==> config.mk <==
export PLATFORM = sky130hd
export DESIGN_NAME = alu_mc
export DESIGN_NICKNAME = d
export VERILOG_FILES = /design/src/rtl/alu_mc.sv
export SDC_FILE = /design/constraint.sdc
export NUM_CORES = 1
export LEC_CHECK = 0
export CAP_MARGIN = 10
export CORE_UTILIZATION = 45
export DETAILED_ROUTE_END_ITERATION = 12
export PLACE_DENSITY = 0.65
export SETUP_SLACK_MARGIN = 0.3
export SLEW_MARGIN = 20
export SYNTH_ARGS = -nofsm -noshare
export SYNTH_HDL_FRONTEND = slang
export SYNTH_SLANG_ARGS = --single-unit
==> constraint.sdc <==
create_clock -name clk_87 -period 3.55 [get_ports clk_87]
set_clock_uncertainty 0.15 [all_clocks]
set_input_delay 0.71 -clock clk_87 [delete_from_list [all_inputs] [get_ports clk_87]]
set_output_delay 0.71 -clock clk_87 [all_outputs]
set_load 0.01 [all_outputs]
==> src/rtl/alu_mc.sv <==
// alu_mc: multi-cycle ALU for the EX stage.
// Single-cycle ops return a registered result one clock after accept.
// MULT/MULTU run shift-add and DIV/DIVU run restoring division, one bit per clock.
// Both return a 2*DATA_WIDTH result as rslt_hi_87/rslt_87.
module alu_mc #(
  parameter int DATA_WIDTH  = 32,
  parameter int SHAMT_WIDTH = $clog2(DATA_WIDTH)
) (
  input  logic                  clk_87,
  input  logic                  rst_n_87,
  input  logic                  start_87,
  input  logic                  flush_87,
  input  logic [3:0]            alu_op_87,
  input  logic [DATA_WIDTH-1:0] arg_a_87,
  input  logic [DATA_WIDTH-1:0] arg_b_87,
  output logic                  ready_87,
  output logic                  busy_87,
  output logic                  done_87,
  output logic [DATA_WIDTH-1:0] rslt_87,
  output logic [DATA_WIDTH-1:0] rslt_hi_87,
  output logic                  zero_87,
  output logic                  overflow_87,
  output logic                  div_zero_87,
  output logic                  invalid_op_87
);

  localparam int W = DATA_WIDTH;

  // Op-code encoding shared with the combinational ALU; 14 and 15 are unused.
  localparam logic [3:0] ALU_ADD   = 4'd0;
  localparam logic [3:0] ALU_ADDU  = 4'd1;
  localparam logic [3:0] ALU_SUB   = 4'd2;
  localparam logic [3:0] ALU_SUBU  = 4'd3;
  localparam logic [3:0] ALU_AND   = 4'd4;
  localparam logic [3:0] ALU_OR    = 4'd5;
  localparam logic [3:0] ALU_SLT   = 4'd6;
  localparam logic [3:0] ALU_SLTU  = 4'd7;
  localparam logic [3:0] ALU_SLL   = 4'd8;
  localparam logic [3:0] ALU_SRL   = 4'd9;
  localparam logic [3:0] ALU_MULT  = 4'd10;
  localparam logic [3:0] ALU_MULTU = 4'd11;
  localparam logic [3:0] ALU_DIV   = 4'd12;
  localparam logic [3:0] ALU_DIVU  = 4'd13;

  localparam logic [SHAMT_WIDTH-1:0] CNT_INIT = SHAMT_WIDTH'(DATA_WIDTH - 1);

  typedef enum logic [1:0] {IDLE, CALC, FIX, DONE} state_t;

  state_t state, next_state;

  logic                   accept;
  logic                   in_multi, in_div, in_signed;
  logic [W-1:0]           a_mag, b_mag, add_sum, sub_diff;
  logic [W-1:0]           sc_lo;
  logic                   sc_ovf, sc_inv;

  logic [W-1:0]           a_raw_q, b_q, acc_q, lo_q;
  logic [SHAMT_WIDTH-1:0] cnt_q;
  logic                   is_div_q, neg_q, rem_neg_q;

  logic [W:0]             mul_sum, div_shift, div_diff;
  logic                   div_ok;
  logic [W-1:0]           acc_nx, lo_nx;
  logic [2*W-1:0]         prod, prod_fix;
  logic [W-1:0]           fix_lo, fix_hi;
  logic                   fix_dz;

  assign busy_87  = (state == CALC) || (state == FIX);
  assign ready_87 = ~busy_87;
  assign done_87  = (state == DONE);
  assign accept   = start_87 & ready_87 & ~flush_87;

  assign in_multi  = (alu_op_87 == ALU_MULT) || (alu_op_87 == ALU_MULTU) ||
                     (alu_op_87 == ALU_DIV)  || (alu_op_87 == ALU_DIVU);
  assign in_div    = (alu_op_87 == ALU_DIV)  || (alu_op_87 == ALU_DIVU);
  assign in_signed = (alu_op_87 == ALU_MULT) || (alu_op_87 == ALU_DIV);

  assign a_mag    = (in_signed && arg_a_87[W-1]) ? -arg_a_87 : arg_a_87;
  assign b_mag    = (in_signed && arg_b_87[W-1]) ? -arg_b_87 : arg_b_87;
  assign add_sum  = arg_a_87 + arg_b_87;
  assign sub_diff = arg_a_87 - arg_b_87;

  // Result and flags of the single-cycle ops, computed from the live inputs at accept.
  always_comb begin
    sc_lo  = '0;
    sc_ovf = 1'b0;
    sc_inv = 1'b0;
    case (alu_op_87)
      ALU_ADD: begin
        sc_lo  = add_sum;
        sc_ovf = (arg_a_87[W-1] == arg_b_87[W-1]) && (add_sum[W-1] != arg_a_87[W-1]);
      end
      ALU_ADDU: sc_lo = add_sum;
      ALU_SUB: begin
        sc_lo  = sub_diff;
        sc_ovf = (arg_a_87[W-1] != arg_b_87[W-1]) && (sub_diff[W-1] != arg_a_87[W-1]);
      end
      ALU_SUBU: sc_lo = sub_diff;
      ALU_AND:  sc_lo = arg_a_87 & arg_b_87;
      ALU_OR:   sc_lo = arg_a_87 | arg_b_87;
      ALU_SLT:  sc_lo = {{(W-1){1'b0}}, ($signed(arg_a_87) < $signed(arg_b_87))};
      ALU_SLTU: sc_lo = {{(W-1){1'b0}}, (arg_a_87 < arg_b_87)};
      ALU_SLL:  sc_lo = arg_a_87 << arg_b_87[SHAMT_WIDTH-1:0];
      ALU_SRL:  sc_lo = arg_a_87 >> arg_b_87[SHAMT_WIDTH-1:0];
      ALU_MULT, ALU_MULTU, ALU_DIV, ALU_DIVU: sc_lo = '0;
      default:  sc_inv = 1'b1;
    endcase
  end

  // One iteration step: shift-add for multiply, restore-or-keep for divide.
  always_comb begin
    mul_sum   = lo_q[0] ? ({1'b0, acc_q} + {1'b0, b_q}) : {1'b0, acc_q};
    div_shift = {acc_q, lo_q[W-1]};
    div_diff  = div_shift - {1'b0, b_q};
    div_ok    = ~div_diff[W];
    if (is_div_q) begin
      acc_nx = div_ok ? div_diff[W-1:0] : div_shift[W-1:0];
      lo_nx  = {lo_q[W-2:0], div_ok};
    end else begin
      acc_nx = mul_sum[W:1];
      lo_nx  = {mul_sum[0], lo_q[W-1:1]};
    end
  end

  // Sign restoration and divide-by-zero substitution applied in FIX.
  always_comb begin
    prod     = {acc_q, lo_q};
    prod_fix = neg_q ? -prod : prod;
    fix_dz   = 1'b0;
    if (!is_div_q) begin
      fix_lo = prod_fix[W-1:0];
      fix_hi = prod_fix[2*W-1:W];
    end else if (b_q == '0) begin
      fix_lo = '1;
      fix_hi = a_raw_q;
      fix_dz = 1'b1;
    end else begin
      fix_lo = neg_q ? -lo_q : lo_q;
      fix_hi = rem_neg_q ? -acc_q : acc_q;
    end
  end

  // State register.
  always_ff @(posedge clk_87 or negedge rst_n_87) begin
    if (!rst_n_87) state <= IDLE;
    else           state <= next_state;
  end

  // Next-state logic; flush wins over start and aborts CALC/FIX.
  always_comb begin
    next_state = state;
    case (state)
      IDLE: if (accept) next_state = in_multi ? CALC : DONE;
      CALC: begin
        if (flush_87)           next_state = IDLE;
        else if (cnt_q == '0)   next_state = FIX;
      end
      FIX:  next_state = flush_87 ? IDLE : DONE;
      DONE: begin
        if (accept) next_state = in_multi ? CALC : DONE;
        else        next_state = IDLE;
      end
      default: next_state = IDLE;
    endcase
  end

  // Operand capture, iteration registers and the held result/flag outputs.
  always_ff @(posedge clk_87 or negedge rst_n_87) begin
    if (!rst_n_87) begin
      a_raw_q       <= '0;
      b_q           <= '0;
      acc_q         <= '0;
      lo_q          <= '0;
      cnt_q         <= '0;
      is_div_q      <= 1'b0;
      neg_q         <= 1'b0;
      rem_neg_q     <= 1'b0;
      rslt_87       <= '0;
      rslt_hi_87    <= '0;
      zero_87       <= 1'b0;
      overflow_87   <= 1'b0;
      div_zero_87   <= 1'b0;
      invalid_op_87 <= 1'b0;
    end else begin
      case (state)
        IDLE, DONE: begin
          if (accept) begin
            if (in_multi) begin
              a_raw_q   <= arg_a_87;
              b_q       <= b_mag;
              lo_q      <= a_mag;
              acc_q     <= '0;
              cnt_q     <= CNT_INIT;
              is_div_q  <= in_div;
              neg_q     <= in_signed & (arg_a_87[W-1] ^ arg_b_87[W-1]);
              rem_neg_q <= in_signed & arg_a_87[W-1];
            end else begin
              rslt_87       <= sc_lo;
              rslt_hi_87    <= '0;
              zero_87       <= (sc_lo == '0) && !sc_inv;
              overflow_87   <= sc_ovf;
              div_zero_87   <= 1'b0;
              invalid_op_87 <= sc_inv;
            end
          end
        end
        CALC: begin
          if (!flush_87) begin
            acc_q <= acc_nx;
            lo_q  <= lo_nx;
            cnt_q <= cnt_q - SHAMT_WIDTH'(1);
          end
        end
        FIX: begin
          if (!flush_87) begin
            rslt_87       <= fix_lo;
            rslt_hi_87    <= fix_hi;
            zero_87       <= (fix_lo == '0);
            overflow_87   <= 1'b0;
            div_zero_87   <= fix_dz;
            invalid_op_87 <= 1'b0;
          end
        end
        default: ;
      endcase
    end
  end

endmodule

==> results.py, run 1 <==
metrics = {
    "cts": {
        "clock_tree.root_cell": "clkbuf_16",
        "clk_pin_slew_worst_paths_ns": 0.06,
        "clock_latency_ns": 0.58,
        "cts.path.max_buffers": 3,
        "cts_inserted_buffers": 26,
        "h-tree-depth": 1,
        "clkSinkCount": 206,
        "clock_tree_from_tritoncts": "built",
    },
    "pwr": {
        "ir_worst_vdd_uv": 1050,
        "p_leak_nw": 18.9,
        "power_density_mw_per_mm2": 665,
    },
    "sta": {
        "layout_setup_ws_ns": -0.409,
        "grt_setup_unrepaired": "true",
        "slew_viol_final": 0,
        "maxSlewHeadroom_pct": 29.2,
        "final_critical_period_ns": 3.96,
        "finalHoldViolations": 0,
        "maxClockFrequency_mhz": 253,
        "setup_violations": 48,
        "worst-slew-pin-transition_ns": 1.06,
        "min_period_over_period_pct": 112,
    },
    "floorplanning": {
        "floorplan.die.height_um": 245,
        "floorplan.core_area_mm2": 0.0580,
        "die_width_um": 245,
        "initial_utilization_pct": 45.7,
        "placementRows": 88,
        "io_pins": 143,
        "die_area_mm2": 0.0599,
    },
    "synthesis": {
        "synth.yosys.seq_area_share_pct": 19.4,
        "synthCells": 3508,
        "syn-cell-area_mm2": 0.0265,
        "synthesis.nets": 3773,
        "asyncSetResetFlopFracSynth_pct": 100,
        "yosysWarningCount": 0,
        "synthFlopType": "dfrtp_1",
        "synth_top_family_by_area": "compound AO/OA/AOI/OAI gates",
        "synth_enable_flop_cells": 0,
        "adder_cell_share_of_the_synthesized_area_pct": 9.22,
        "synth_compound_gate_area_share_pct": 28.4,
        "synth_mux_area_share_pct": 10.5,
        "synth.ff_latch_count": 206,
        "post_synth_xor_area_fraction_pct": 7.16,
        "synth_cell_type_count": 97,
        "syn_avg_cell_area_um2": 7.56,
        "simple_gate_fraction_of_synth_area_pct": 18.4,
    },
    "routing": {
        "vias": 33400,
        "drtPass1Iterations": 6,
        "route.detailed.wl_per_inst_um": 26.8,
        "initialDrtViolationCount": 3640,
        "routed_wirelength_um": 144000,
        "drc_errors": 0,
        "post_route_ant_nets": 0,
        "post_drt_via_cell_ratio": 6.22,
    },
    "setup_path": {
        "cp-end-kind": "flop",
        "setup.reg_to_reg.worst_slack_ns": -0.30,
        "timing_worst_setup_path_type": "in2reg",
        "worstPathArrival_ns": 4.29,
        "r2r.worst_path.cells": 18,
        "critical_path.startpoint": "arg_a_87[0]",
        "endpoint": "zero_87$_DFFE_PN0P_",
        "worst_ep_required_time_ns": 3.88,
        "regToRegEndpoint": "acc_q[19]$_DFFE_PN0P_",
        "r2r-start": "lo_q[31]$_DFFE_PN0P_",
        "setup.worst_path.start_class": "primary input",
        "worstPathMaxFanout": 4,
    },
    "grt": {
        "first_global_vias": 32300,
        "grt_max_degree": 126,
        "globalRoute.totalOverflow": 0,
        "antenna_found_initial": 10,
        "grt_first_pass_wirelength_um": 208000,
        "grtUsageTotal_pct": 46.6,
    },
    "cells_and_area": {
        "post-route-cell-area_mm2": 0.0406,
        "flow.area_growth_from_synthesis_pct": 53.1,
        "nNetsFinal": 4840,
        "final_layout_size_suffix_gt1_share_pct": 38.6,
    },
    "placed_design": {
        "portBuffers": 142,
        "placement.setup.worst_slack_ns": -1.64,
        "placement.cell_area_mm2": 0.0362,
        "dp_hpwl_um": 114000,
        "gp_congestion": 1.11,
    },
    "flow_run": {
        "max_cap_viol_count": 0,
    },
    "min_path": {
        "worstHoldPathType": "reg2reg",
    },
    "status": {
        "status": "finished, violations left",
        "failing_checks": "setup timing",
    },
}
-- cell families after synthesis --
logic type / count (synthesis)
AOI/OAI and AO/OA: 1179
xor gates and xnor gates: 216
adders and majority gates: 193
buffers and inverters: 454
DFF: 206
muxes: 218
and+or+nand+nor: 1042
-- Yosys cell counts (all sizes together) (22+ instances only) --
master,count,share of area [%]
nand2,424,6.0
o21ai,409,7.7
a21oi,255,4.8
nor2,226,3.2
clkbuf,212,3.0
dfrtp,206,19
ha,189,8.9
inv,167,2.4
xnor2,139,4.6
mux2i,135,5.1
xor2,77,2.5
buf,72,1.5
nor3,72,1.4
nand3,62,1.2
a211oi,55,1.6
o211ai,49,1.4
mux4,43,3.7
mux2,40,1.7
a21o,38,1.1
a31oi,35,0.83
nand2b,35,0.85
or3,35,0.90
nor4,32,0.83
o31ai,31,0.90
a22o,27,0.89
nor2b,26,0.61
a221o,24,0.91
o21bai,23,0.65
o22ai,22,0.52
-- worst min path at each step --
stage                                    start                          to  cells past startpoint
floorplan                             rst_n_87      a_raw_q[0]$_DFFE_PN0P_                      0
global placement     rslt_hi_87[0]$_DFFE_PN0P_   rslt_hi_87[0]$_DFFE_PN0P_                      2
detailed placement   invalid_op_87$_DFFE_PN0P_   invalid_op_87$_DFFE_PN0P_                      2
CTS                  invalid_op_87$_DFFE_PN0P_   invalid_op_87$_DFFE_PN0P_                      2
global route        rslt_hi_87[30]$_DFFE_PN0P_  rslt_hi_87[30]$_DFFE_PN0P_                      2
finish              rslt_hi_87[24]$_DFFE_PN0P_  rslt_hi_87[24]$_DFFE_PN0P_                      2
-- power breakdown --
group	internal (mW)	total, mW	switching [mW]	leakage [nW]
Clock	1.78	2.93	1.15	0.459
Combinational	9.28	19.8	10.5	15.7
Sequential	3.30	4.29	0.988	2.67
Total	14.4	27.0	12.6	18.9
-- state kept, by name, indices dropped and copies added (netlist names), 2 cells and up --
register,flops
a_raw_q,32
b_q,32
rslt_hi_87,32
cnt_q,5
rslt_87,32
lo_q,32
acc_q,32
state,2
-- routing by layer --
layer  global-route usage (%)  vias up  share of wire, %  wire, µm
met3                     8.92      645               8.7     12500
met4                     41.0        4                11     15500
met5                        0        -             0.018        26
li1                         -    14900                 -         -
met1                     54.6    15900                37     53000
met2                     72.9     1908                44     62700
-- worst max-delay path, cell delays in order --
cell and delay [ns]:
buf_8 0.11, inv_6 0.05, ha_4 0.14, inv_2 0.04, fa_2 0.34, nor2b_4 0.14, o21a_4 0.21, o31a_1 0.31
o211ai_1 0.26, buf_4 0.15, buf_6 0.11, buf_6 0.08, a21o_1 0.13, a21oi_2 0.06, or4_4 0.50, o2111ai_4 0.13
o311ai_4 0.17, nor4_4 0.29, buf_4 0.15, nand4_1 0.09, o21ai_1 0.14
-- timing repair --
action                                 4_1_cts  5_1_grt
endpoints found under the hold margin       19        0
hold buffers                                 1        0
setup buffers                               95       48
pin swaps                                  161      141
gates resized for setup                    538      204
setup endpoints to repair                  108       99
gates cloned                                 4        0
-- cells in the final DEF (no fill, tap or decap), drive strengths merged, types with 55 or more instances in the layout --
master	Yosys	final
ha	189	189
nand2	424	424
nor2	226	226
o21ai	409	409
a21oi	255	255
dfrtp	206	206
xor2	77	77
inv	167	168
xnor2	139	139
buf	72	1210
mux2i	135	135
nor3	72	72
a211oi	55	55
nand3	62	62
clkdlybuf4s50	0	79
-- final cells by class --
class,count,area (µm²)
antenna,10,25.0
clock buffer,33,707
clock inverter,15,224
fill,4764,17400
inverter,170,703
multi-input combinational,2848,21800
sequential,206,5160
tap,765,957
timing repair buffer,1323,11100
-- stage by stage --
| step | setup TNS, ns | utilization [%] | std cells | power (mW) | hold slack (ns) |
|---|---|---|---|---|---|
| 2_1_floorplan | -3.91 | - | 3508 | 14.0 | 0.264 |
| 3_3_place_gp | -44.33 | 62.4 | 5164 | 20.6 | 0.312 |
| 3_5_place_dp | -48.21 | 62.4 | 5164 | 20.9 | 0.320 |
| 4_1_cts | -8.77 | 68.1 | 5312 | 25.7 | 0.333 |
| 5_1_grt | -14.53 | 69.9 | 5361 | 28.5 | 0.352 |
| 6_report | -8.98 | 70.0 | 5370 | 27.0 | 0.331 |
Note: power is estimated with default switching activity, not from simulation.
==> run 2, diff against run 1 <==
--- a/config.mk
+++ b/config.mk
@@ -7,6 +7,7 @@
 export LEC_CHECK = 0
 export CAP_MARGIN = 10
 export CORE_UTILIZATION = 45
+export CTS_BUF_LIST = sky130_fd_sc_hd__clkbuf_8
 export DETAILED_ROUTE_END_ITERATION = 12
 export PLACE_DENSITY = 0.65
 export SETUP_SLACK_MARGIN = 0.3
==> run 2 against run 1 <==
- the flow still finishes with violations (setup timing)
- design area decreased by 0.56%
- global-route usage about the same
- routed wire length decreased by 0.31%
- via count increased by 0.13%
- total power decreased by 1.8%
- sequential power about the same
- clock power decreased by 11%
- register-to-register slack about the same
==> results.py, run 2 (synthesis gave the netlist of run 1 again) <==
metrics = {
    "flow_run": {
        "max_cap_viol_count": 0,
    },
    "status": {
        "status": "finished, violations left",
        "failing_checks": "setup timing",
    },
    "sta": {
        "slew_viol_final": 0,
        "worst-slew-pin-transition_ns": 1.07,
        "maxSlewHeadroom_pct": 28.9,
        "final_critical_period_ns": 3.94,
        "grt_setup_unrepaired": "true",
        "layout_setup_ws_ns": -0.392,
        "finalHoldViolations": 0,
        "maxClockFrequency_mhz": 254,
        "setup_violations": 43,
        "finalHoldWorstSlack_ns": 0.330,
        "min_period_over_period_pct": 111,
    },
    "floorplanning": {
        "floorplan.core_area_mm2": 0.0580,
        "placementRows": 88,
        "initial_utilization_pct": 45.7,
        "die_width_um": 245,
        "io_pins": 143,
        "floorplan.die.height_um": 245,
        "die_area_mm2": 0.0599,
    },
    "pwr": {
        "p_leak_nw": 18.9,
        "fin_total_pwr_mw": 26.5,
        "power_density_mw_per_mm2": 656,
        "ir_worst_vdd_uv": 1080,
    },
    "routing": {
        "initialDrtViolationCount": 3669,
        "drc_errors": 0,
        "post_drt_via_cell_ratio": 6.20,
        "post_route_ant_nets": 0,
        "route.detailed.wl_per_inst_um": 26.6,
        "vias": 33400,
        "routed_wirelength_um": 143000,
        "drtPass1Iterations": 6,
    },
    "cts": {
        "cts_inserted_buffers": 41,
        "h-tree-depth": 2,
        "clk_pin_slew_worst_paths_ns": 0.06,
        "clkSinkCount": 206,
        "clock_latency_ns": 0.63,
        "clock_tree_from_tritoncts": "built",
        "cts.path.max_buffers": 3,
        "clock_tree.root_cell": "clkbuf_8",
    },
    "grt": {
        "antenna_found_initial": 13,
        "gr-max-usage-layer": "met2",
        "grtUsageTotal_pct": 46.6,
        "grt_first_pass_wirelength_um": 208000,
        "first_global_vias": 32400,
        "globalRoute.totalOverflow": 0,
        "use_met1_pct": 55.0,
        "groute.layer.met3.usage_pct": 8.65,
        "grt_max_degree": 126,
        "grtUsageMet2_pct": 72.6,
    },
    "cells_and_area": {
        "finish.utilization_pct": 69.6,
        "flow.area_growth_from_synthesis_pct": 52.2,
        "instances_no_fill": 5391,
        "layout.cells.most_common": "buf_4",
        "nNetsFinal": 4855,
        "post-route-cell-area_mm2": 0.0404,
        "mostFrequentLayoutCells": "buf_4 (1,065), nand2_1 (411), o21ai_0 (290)",
        "final_layout_size_suffix_gt1_share_pct": 38.4,
    },
    "placed_design": {
        "dp_hpwl_um": 114000,
        "portBuffers": 142,
        "dpl.cell_count": 5164,
        "placement.cell_area_mm2": 0.0362,
        "gp_congestion": 1.11,
    },
    "setup_path": {
        "worstPathArrival_ns": 4.30,
        "setup.worst_path.start_class": "primary input",
        "worstPathMaxFanout": 5,
        "worst_ep_required_time_ns": 3.91,
        "cp-end-kind": "flop",
        "timing_worst_setup_path_type": "in2reg",
    },
    "min_path": {
        "worstHoldPathType": "reg2reg",
    },
}
[run 2: cell types whose count changed in the layout (fill, tap and decap cells not counted), sizes merged, moves of 2 or more]
cell	previous run	this run
clkbuf	40	61
bufinv	5	2
diode	10	7
inv	168	179
buf	1210	1208
[run 2: through the flow]
| stage | setup WS (ns) | setup TNS [ns] |
|---|---|---|
| floorplan | -0.642 | -3.91 |
| global placement | -1.62 | -44.33 |
| detailed placement | -1.64 | -48.21 |
| CTS | -0.473 | -7.92 |
| global route | -0.538 | -13.50 |
| finish | -0.392 | -8.33 |
[run 2: repair_timing]
item / in CTS / in global routing
gates cloned: 4 / 0
endpoints found under the hold margin: 70 / 0
buffers inserted: 92 / 51
pin swaps: 151 / 122
gates resized for setup: 508 / 203
hold buffers: 1 / 0
setup endpoints to repair: 104 / 99
[run 2: power by group]
| part | internal (mW) | total (mW) | switching [mW] |
|---|---|---|---|
| sequential | 3.30 | 4.30 | 0.992 |
| clock | 1.44 | 2.62 | 1.17 |
| combinational | 9.22 | 19.6 | 10.4 |
[run 2: final timing paths]
check	start	to	slack, ns	cells past startpoint
max	arg_b_87[1]	zero_87$_DFFE_PN0P_	-0.39	20
min	invalid_op_87$_DFFE_PN0P_	invalid_op_87$_DFFE_PN0P_	0.33	2
max reg2reg	lo_q[31]$_DFFE_PN0P_	acc_q[19]$_DFFE_PN0P_	-0.29	18
min reg2reg	invalid_op_87$_DFFE_PN0P_	invalid_op_87$_DFFE_PN0P_	0.33	2
max in group asynchronous	rst_n_87	b_q[15]$_DFFE_PN0P_	1.92	3
min in group asynchronous	rst_n_87	rslt_hi_87[29]$_DFFE_PN0P_	0.49	2
[run 2: final cells by class]
| cell class | count | area [µm²] |
|---|---|---|
| multi-input cells | 2848 | 21700 |
| fillers | 4836 | 17600 |
| repair buffers | 1323 | 11000 |
| flip-flops and latches | 206 | 5160 |
| well taps | 765 | 957 |
| inverters | 170 | 706 |
| clock buffers | 51 | 702 |
| clock inverters | 21 | 151 |
| diodes | 7 | 17.5 |
[run 2: critical path: stages]
cell,delay (ns)
buf_12,0.10
clkinv_8,0.06
buf_8,0.13
fa_2,0.37
nor2b_4,0.14
o21a_4,0.21
o31a_1,0.31
o211ai_1,0.25
buf_4,0.15
buf_6,0.11
buf_6,0.08
a21o_1,0.13
a21oi_2,0.06
or4_4,0.50
o2111ai_4,0.13
o311ai_4,0.18
nor4_4,0.29
buf_4,0.15
nand4_1,0.09
o21ai_1,0.14
[run 2: per-layer routing]
layer	wire length (µm)	vias to the layer above
li1	-	15000
met1	53000	15800
met2	62800	1944
met3	12300	683
met4	15000	8
met5	46	-
